### config.mk
export PLATFORM = sky130hd
export DESIGN_NAME = exe_hazard_ctrl
export DESIGN_NICKNAME = d
export VERILOG_FILES = /design/src/rtl/exe_hazard_ctrl.sv
export SDC_FILE = /design/constraint.sdc
export NUM_CORES = 1
export LEC_CHECK = 0
export CORE_ASPECT_RATIO = 0.6
export CORE_MARGIN = 4
export CORE_UTILIZATION = 59
export DETAILED_ROUTE_END_ITERATION = 16
export HOLD_SLACK_MARGIN = 0.03
export PLACE_DENSITY = 0.82
export SETUP_SLACK_MARGIN = 0.05
export SYNTH_ARGS = -nofsm -noshare
export SYNTH_HDL_FRONTEND = slang
export SYNTH_SLANG_ARGS = --single-unit
### constraint.sdc
create_clock -name clk -period 4.28 [get_ports clk]
set_clock_uncertainty 0.05 [all_clocks]
set_input_delay 0.856 -clock clk [delete_from_list [all_inputs] [get_ports clk]]
set_output_delay 0.856 -clock clk [all_outputs]
set_load 0.05 [all_outputs]
### src/rtl/exe_hazard_ctrl.sv
// exe_hazard_ctrl: EX-stage hazard controller for a 5-stage pipeline.
// Keeps a shadow copy of the EX, MEM and WB stage control fields. From these it:
//   - chooses the forwarding source for the two ALU operands and the store data;
//   - detects load-use hazards against the instruction in ID;
//   - sequences multi-cycle EX operations.
// Ports:
//   clk, rst          clock and asynchronous active-high reset
//   id_*              control fields of the instruction leaving ID
//   ALU_src1/2        operand mux select: 0 ID/EX value, 1 EX/MEM result, 2 WB result
//   Store_Value_sel   store-data mux select, same encoding as the ALU selects
//   stall             freeze PC and IF/ID
//   bubble            load a NOP into ID/EX instead of the ID instruction
//   exe_hold          hold ID/EX; EX/MEM loads a NOP
//   mc_start/mc_done  one-cycle pulses to the multi-cycle unit
module exe_hazard_ctrl #(
    parameter int unsigned MC_CYCLES = 4  // total EX occupancy of a multi-cycle op, 2..15
) (
    input  logic       clk,
    input  logic       rst,
    input  logic       id_valid,
    input  logic [4:0] id_src1,
    input  logic [4:0] id_src2,
    input  logic       id_src2_used,
    input  logic [4:0] id_dest,
    input  logic       id_wb_en,
    input  logic       id_mem_read,
    input  logic       id_mem_write,
    input  logic       id_multi,
    output logic [1:0] ALU_src1,
    output logic [1:0] ALU_src2,
    output logic [1:0] Store_Value_sel,
    output logic       stall,
    output logic       bubble,
    output logic       exe_hold,
    output logic       mc_start,
    output logic       mc_done
);

    // The first EX cycle is spent in idle, the last one on the cnt == 0 cycle.
    localparam logic [3:0] CntLoad = 4'(MC_CYCLES - 2);

    typedef enum logic {StIdle, StBusy} state_e;

    state_e     state_q, state_d;
    logic [3:0] cnt_q, cnt_d;

    logic       ex_valid_q, ex_src2_used_q, ex_wb_en_q, ex_mem_read_q, ex_mem_write_q;
    logic       ex_multi_q;
    logic [4:0] ex_src1_q, ex_src2_q, ex_dest_q;
    logic       ex_valid_d, ex_src2_used_d, ex_wb_en_d, ex_mem_read_d, ex_mem_write_d;
    logic       ex_multi_d;
    logic [4:0] ex_src1_d, ex_src2_d, ex_dest_d;
    logic [4:0] mem_dest_q, mem_dest_d, wb_dest_q, wb_dest_d;
    logic       mem_wb_en_q, mem_wb_en_d, wb_wb_en_q, wb_wb_en_d;

    logic       load_use;
    logic       take_id;

    // Forwarding select for one source register; the younger MEM result wins over WB.
    function automatic logic [1:0] fwd_sel(input logic [4:0] src,
                                           input logic       m_en, input logic [4:0] m_dest,
                                           input logic       w_en, input logic [4:0] w_dest);
        logic [1:0] sel;
        sel = 2'd0;
        if (src != 5'd0) begin
            if (m_en && (m_dest == src)) begin
                sel = 2'd1;
            end else if (w_en && (w_dest == src)) begin
                sel = 2'd2;
            end
        end
        return sel;
    endfunction

    // Operand selects: an immediate-operand store uses src2 only as store data.
    always_comb begin
        ALU_src1        = 2'd0;
        ALU_src2        = 2'd0;
        Store_Value_sel = 2'd0;
        if (ex_valid_q) begin
            ALU_src1 = fwd_sel(ex_src1_q, mem_wb_en_q, mem_dest_q, wb_wb_en_q, wb_dest_q);
            if (ex_mem_write_q) begin
                Store_Value_sel = fwd_sel(ex_src2_q, mem_wb_en_q, mem_dest_q,
                                          wb_wb_en_q, wb_dest_q);
            end else if (ex_src2_used_q) begin
                ALU_src2 = fwd_sel(ex_src2_q, mem_wb_en_q, mem_dest_q, wb_wb_en_q, wb_dest_q);
            end
        end
    end

    assign load_use = id_valid && ex_valid_q && ex_mem_read_q && ex_wb_en_q &&
                      (ex_dest_q != 5'd0) &&
                      ((ex_dest_q == id_src1) || (id_src2_used && (ex_dest_q == id_src2)));

    // Hold dominates; the load-use check is simply re-evaluated once the hold drops.
    assign stall  = exe_hold || load_use;
    assign bubble = load_use && !exe_hold;

    // Multi-cycle sequencer.
    always_comb begin
        state_d  = state_q;
        cnt_d    = cnt_q;
        exe_hold = 1'b0;
        mc_start = 1'b0;
        mc_done  = 1'b0;
        unique case (state_q)
            StIdle: begin
                if (ex_valid_q && ex_multi_q) begin
                    mc_start = 1'b1;
                    exe_hold = 1'b1;
                    cnt_d    = CntLoad;
                    state_d  = StBusy;
                end
            end
            StBusy: begin
                if (cnt_q != 4'd0) begin
                    exe_hold = 1'b1;
                    cnt_d    = cnt_q - 4'd1;
                end else begin
                    mc_done = 1'b1;
                    state_d = StIdle;
                end
            end
        endcase
    end

    // Shadow pipeline advance.
    assign take_id = id_valid && !bubble;

    always_comb begin
        ex_valid_d     = ex_valid_q;
        ex_src1_d      = ex_src1_q;
        ex_src2_d      = ex_src2_q;
        ex_src2_used_d = ex_src2_used_q;
        ex_dest_d      = ex_dest_q;
        ex_wb_en_d     = ex_wb_en_q;
        ex_mem_read_d  = ex_mem_read_q;
        ex_mem_write_d = ex_mem_write_q;
        ex_multi_d     = ex_multi_q;
        mem_dest_d     = 5'd0;
        mem_wb_en_d    = 1'b0;
        wb_dest_d      = mem_dest_q;
        wb_wb_en_d     = mem_wb_en_q;
        if (!exe_hold) begin
            mem_dest_d     = ex_dest_q;
            mem_wb_en_d    = ex_wb_en_q;
            ex_valid_d     = take_id;
            ex_src1_d      = take_id ? id_src1 : 5'd0;
            ex_src2_d      = take_id ? id_src2 : 5'd0;
            ex_src2_used_d = take_id && id_src2_used;
            ex_dest_d      = take_id ? id_dest : 5'd0;
            ex_wb_en_d     = take_id && id_wb_en;
            ex_mem_read_d  = take_id && id_mem_read;
            ex_mem_write_d = take_id && id_mem_write;
            ex_multi_d     = take_id && id_multi;
        end
    end

    always_ff @(posedge clk or posedge rst) begin
        if (rst) begin
            state_q        <= StIdle;
            cnt_q          <= 4'd0;
            ex_valid_q     <= 1'b0;
            ex_src1_q      <= 5'd0;
            ex_src2_q      <= 5'd0;
            ex_src2_used_q <= 1'b0;
            ex_dest_q      <= 5'd0;
            ex_wb_en_q     <= 1'b0;
            ex_mem_read_q  <= 1'b0;
            ex_mem_write_q <= 1'b0;
            ex_multi_q     <= 1'b0;
            mem_dest_q     <= 5'd0;
            mem_wb_en_q    <= 1'b0;
            wb_dest_q      <= 5'd0;
            wb_wb_en_q     <= 1'b0;
        end else begin
            state_q        <= state_d;
            cnt_q          <= cnt_d;
            ex_valid_q     <= ex_valid_d;
            ex_src1_q      <= ex_src1_d;
            ex_src2_q      <= ex_src2_d;
            ex_src2_used_q <= ex_src2_used_d;
            ex_dest_q      <= ex_dest_d;
            ex_wb_en_q     <= ex_wb_en_d;
            ex_mem_read_q  <= ex_mem_read_d;
            ex_mem_write_q <= ex_mem_write_d;
            ex_multi_q     <= ex_multi_d;
            mem_dest_q     <= mem_dest_d;
            mem_wb_en_q    <= mem_wb_en_d;
            wb_dest_q      <= wb_dest_d;
            wb_wb_en_q     <= wb_wb_en_d;
        end
    end

endmodule

==> flow_metrics.env <==
export IMPL_worst_slew_pin_transition_ns=0.596
export IMPL_cts_resized=0
export IMPL_die_height_um=57.6
export IMPL_cts_max_path_buffers=2
export IMPL_postLayoutCellArea_um2=2830
export IMPL_power_leakage_nw=1.07
export IMPL_critical_path_peak_fanout=49
export IMPL_setup_tns_final_ns=0
export IMPL_nFillCells=276
export IMPL_largest_cells_by_area_after_synthesis="dfrtp_1 39%, a41oi_2 13%, xnor2_1 6.5%"
export IMPL_finalWeightedCongestion=0.858
export IMPL_numPlacedInstances=306
export IMPL_num_io_pins=34
export IMPL_synthesis_nets=263
export IMPL_drt_pre_antenna_iters=4
export IMPL_tritoncts="done"
export IMPL_dpl_hpwl_mm=3.94
export IMPL_grt_pass1_wl_mm=9.53
export IMPL_gr_usage_all_layers=0.231
export IMPL_core_area_um2=3810
export IMPL_avgViaCountPerCell=6.09
export IMPL_vias=1911
export IMPL_post_route_drc_count=0
export IMPL_rsz_0062_raised_after_global_routing="false"
export IMPL_final_layout_size_suffix_gt1_frac=0.150
export IMPL_timing_critical_path_arrival_ns=2.67
export IMPL_path_class="flip-flop to output pin"
export IMPL_final_min_period_over_clock_period=0.836
export IMPL_setup_worst_path_start_class="flip-flop"
export IMPL_final_max_slew_violation_count=0
export IMPL_grt_max_degree=50
export IMPL_die_w_um=90.6
export IMPL_initial_cell_density_of_the_core=0.635
export IMPL_finalHoldViolCount=0
export IMPL_cts_hold_fix_buffers=0
export IMPL_finalNonFillerCells=314
export IMPL_route_detailed_wl_per_inst_um=18.1
export IMPL_post_route_min_period_ns=3.58
export IMPL_root_buffer="clkbuf_8"
export IMPL_f_max_mhz=280
export IMPL_n_antenna_cell=0
export IMPL_mean_instance_size_in_the_synthesized_netlist_um2=10.1
export IMPL_setup_viol_count_final=0
export IMPL_floorplan_rows=17
export IMPL_crit_required_ns=3.37
export IMPL_layout_cells_most_common_list="38 x dfrtp_1, 31 x clkdlybuf4s50_1, 25 x nand3_1"
export IMPL_grt_overflow=0
export IMPL_via_count_of_the_first_global_routing_pass=1882
export IMPL_ys_warnings_count=0
export IMPL_area_growth_synth_to_final_pct=17.1
export IMPL_initial_antenna_violation_count=0
export IMPL_postLayoutCoreUtil=0.743
export IMPL_cts_sink_count=38
export IMPL_drt_first_iter_violations=110
export IMPL_synth_cell_type_count=35
export IMPL_ys_ff_latch=38
export IMPL_worst_skew_pair_late_latency_ns=0.29
export IMPL_ant_nets=0
export IMPL_timing_hold_worst_class="flip-flop to flip-flop"
export IMPL_port_buffers=33
export IMPL_ys_seq_area_frac=0.394
export IMPL_post_synth_inst_count=239
export IMPL_fp_dieArea_um2=5220
export IMPL_clock_tree_htree_level_count=2
export IMPL_power_density_nw_per_um2=740
export IMPL_maxcap_violations=0
export IMPL_worst_ir_drop_vdd_mv=0.991
export IMPL_dpl_instance_area_um2=2740
export IMPL_outcome="finished, final reports clean"
export IMPL_cts_setup_buffers=0
export IMPL_worst_slew_margin_rel=0.603
export IMPL_routed_wirelength_mm=5.68
export IMPL_clkSlewWorstSetupHoldPaths_ns=0.07
export IMPL_worstSetupEndpointType="output pin"
export IMPL_fin_nets=290
export IMPL_most_common_cell_after_layout_fill_and_taps_aside="dfrtp_1"
export IMPL_yosysTopAreaCellShare=0.394
export IMPL_synth_cell_area_um2=2420
export IMPL_yosys_area_top_type="dfrtp_1"
export IMPL_cts_buffers=5
export IMPL_total_power_mw=2.09
-- metal layers --
metal | global-route usage | part of all wire | vias to the layer above
li1 | - | - | 920
met1 | 0.339 | 0.49 | 916
met2 | 0.339 | 0.44 | 68
met3 | 0.0448 | 0.067 | 7
met4 | 0.0850 | 0.012 | 0
met5 | 0 | 0 | -
-- registers in the layout (all words and copies together), names as in the netlist, 4 cells and up --
register,cells
cnt_q,4
ex_dest_q,5
ex_src1_q,5
ex_src2_q,5
mem_dest_q,5
wb_dest_q,5
-- layout make-up --
class                      count  area [um^2]  area share
tap                           47         58.8      0.0208
timing repair buffer          40          390       0.138
inverter                       6         35.0      0.0124
multi-input combinational    175         1300       0.460
clock inverter                 1         5.00     0.00177
sequential                    38          951       0.336
clock buffer                   7         86.3      0.0305
-- synthesized netlist by cell type, drive strengths merged --
master / instances
dfrtp: 38
nand3: 25
o21ai: 22
a41oi: 20
nor3b: 20
xnor2: 18
nand2: 13
xor2: 12
buf: 10
clkbuf: 10
nor3: 8
nor2: 7
and2: 6
inv: 5
nor4: 4
nand4: 3
a21o: 2
a21oi: 2
o22ai: 2
or2: 2
a22o: 1
a31oi: 1
and4bb: 1
clkinv: 1
ha: 1
mux2i: 1
o211ai: 1
o21a: 1
or3: 1
or4: 1
-- path summary, 6_finish.rpt --
| path | from | endpoint | slack [ns] | depth (start not counted) |
|---|---|---|---|---|
| worst max-delay path | cnt_q[0] | stall | 0.70 | 8 |
| worst min-delay path | mem_wb_en_q | wb_wb_en_q | 0.38 | 0 |
| worst max register to register | cnt_q[0] | ex_src1_q[1] | 1.82 | 7 |
| worst min register to register | mem_wb_en_q | wb_wb_en_q | 0.38 | 0 |
| max in group asynchronous | rst | mem_dest_q[1] | 2.90 | 3 |
| min in group asynchronous | rst | ex_src2_q[4] | 0.94 | 3 |
-- power breakdown --
part | switching, mW | internal [mW]
combinational | 0.623 | 0.486
sequential | 0.207 | 0.525
clock | 0.122 | 0.130
-- metrics by stage --
stage	setup WS, ns	hold WS [ns]
finish	0.704	0.379
global route	0.536	0.392
CTS	0.678	0.380
detailed placement	0.814	0.361
global placement	0.876	0.360
floorplan	0.685	0.323
-- logic make-up after synthesis --
| group | count (synthesis) | share of synthesized area |
|---|---|---|
| adder cells (fa/ha/maj) | 1 | 0.00518 |
| XOR/XNOR | 30 | 0.109 |
| buffers and inverters | 26 | 0.0673 |
| flip-flops | 38 | 0.394 |
| AO/OA/AOI/OAI | 52 | 0.208 |
| multiplexers | 1 | 0.00414 |
| AND/OR/NAND/NOR | 91 | 0.213 |
-- worst max-delay path, stage by stage (launching register included) --
cell and delay (ns):
dfrtp_1 0.41, inv_1 0.07, ha_1 0.23, and4bb_4 0.47
or2_2 0.26, buf_4 0.53, nand2_1 0.10, o21a_1 0.13
buf_4 0.18
Power figures use the tool's default switching activity.
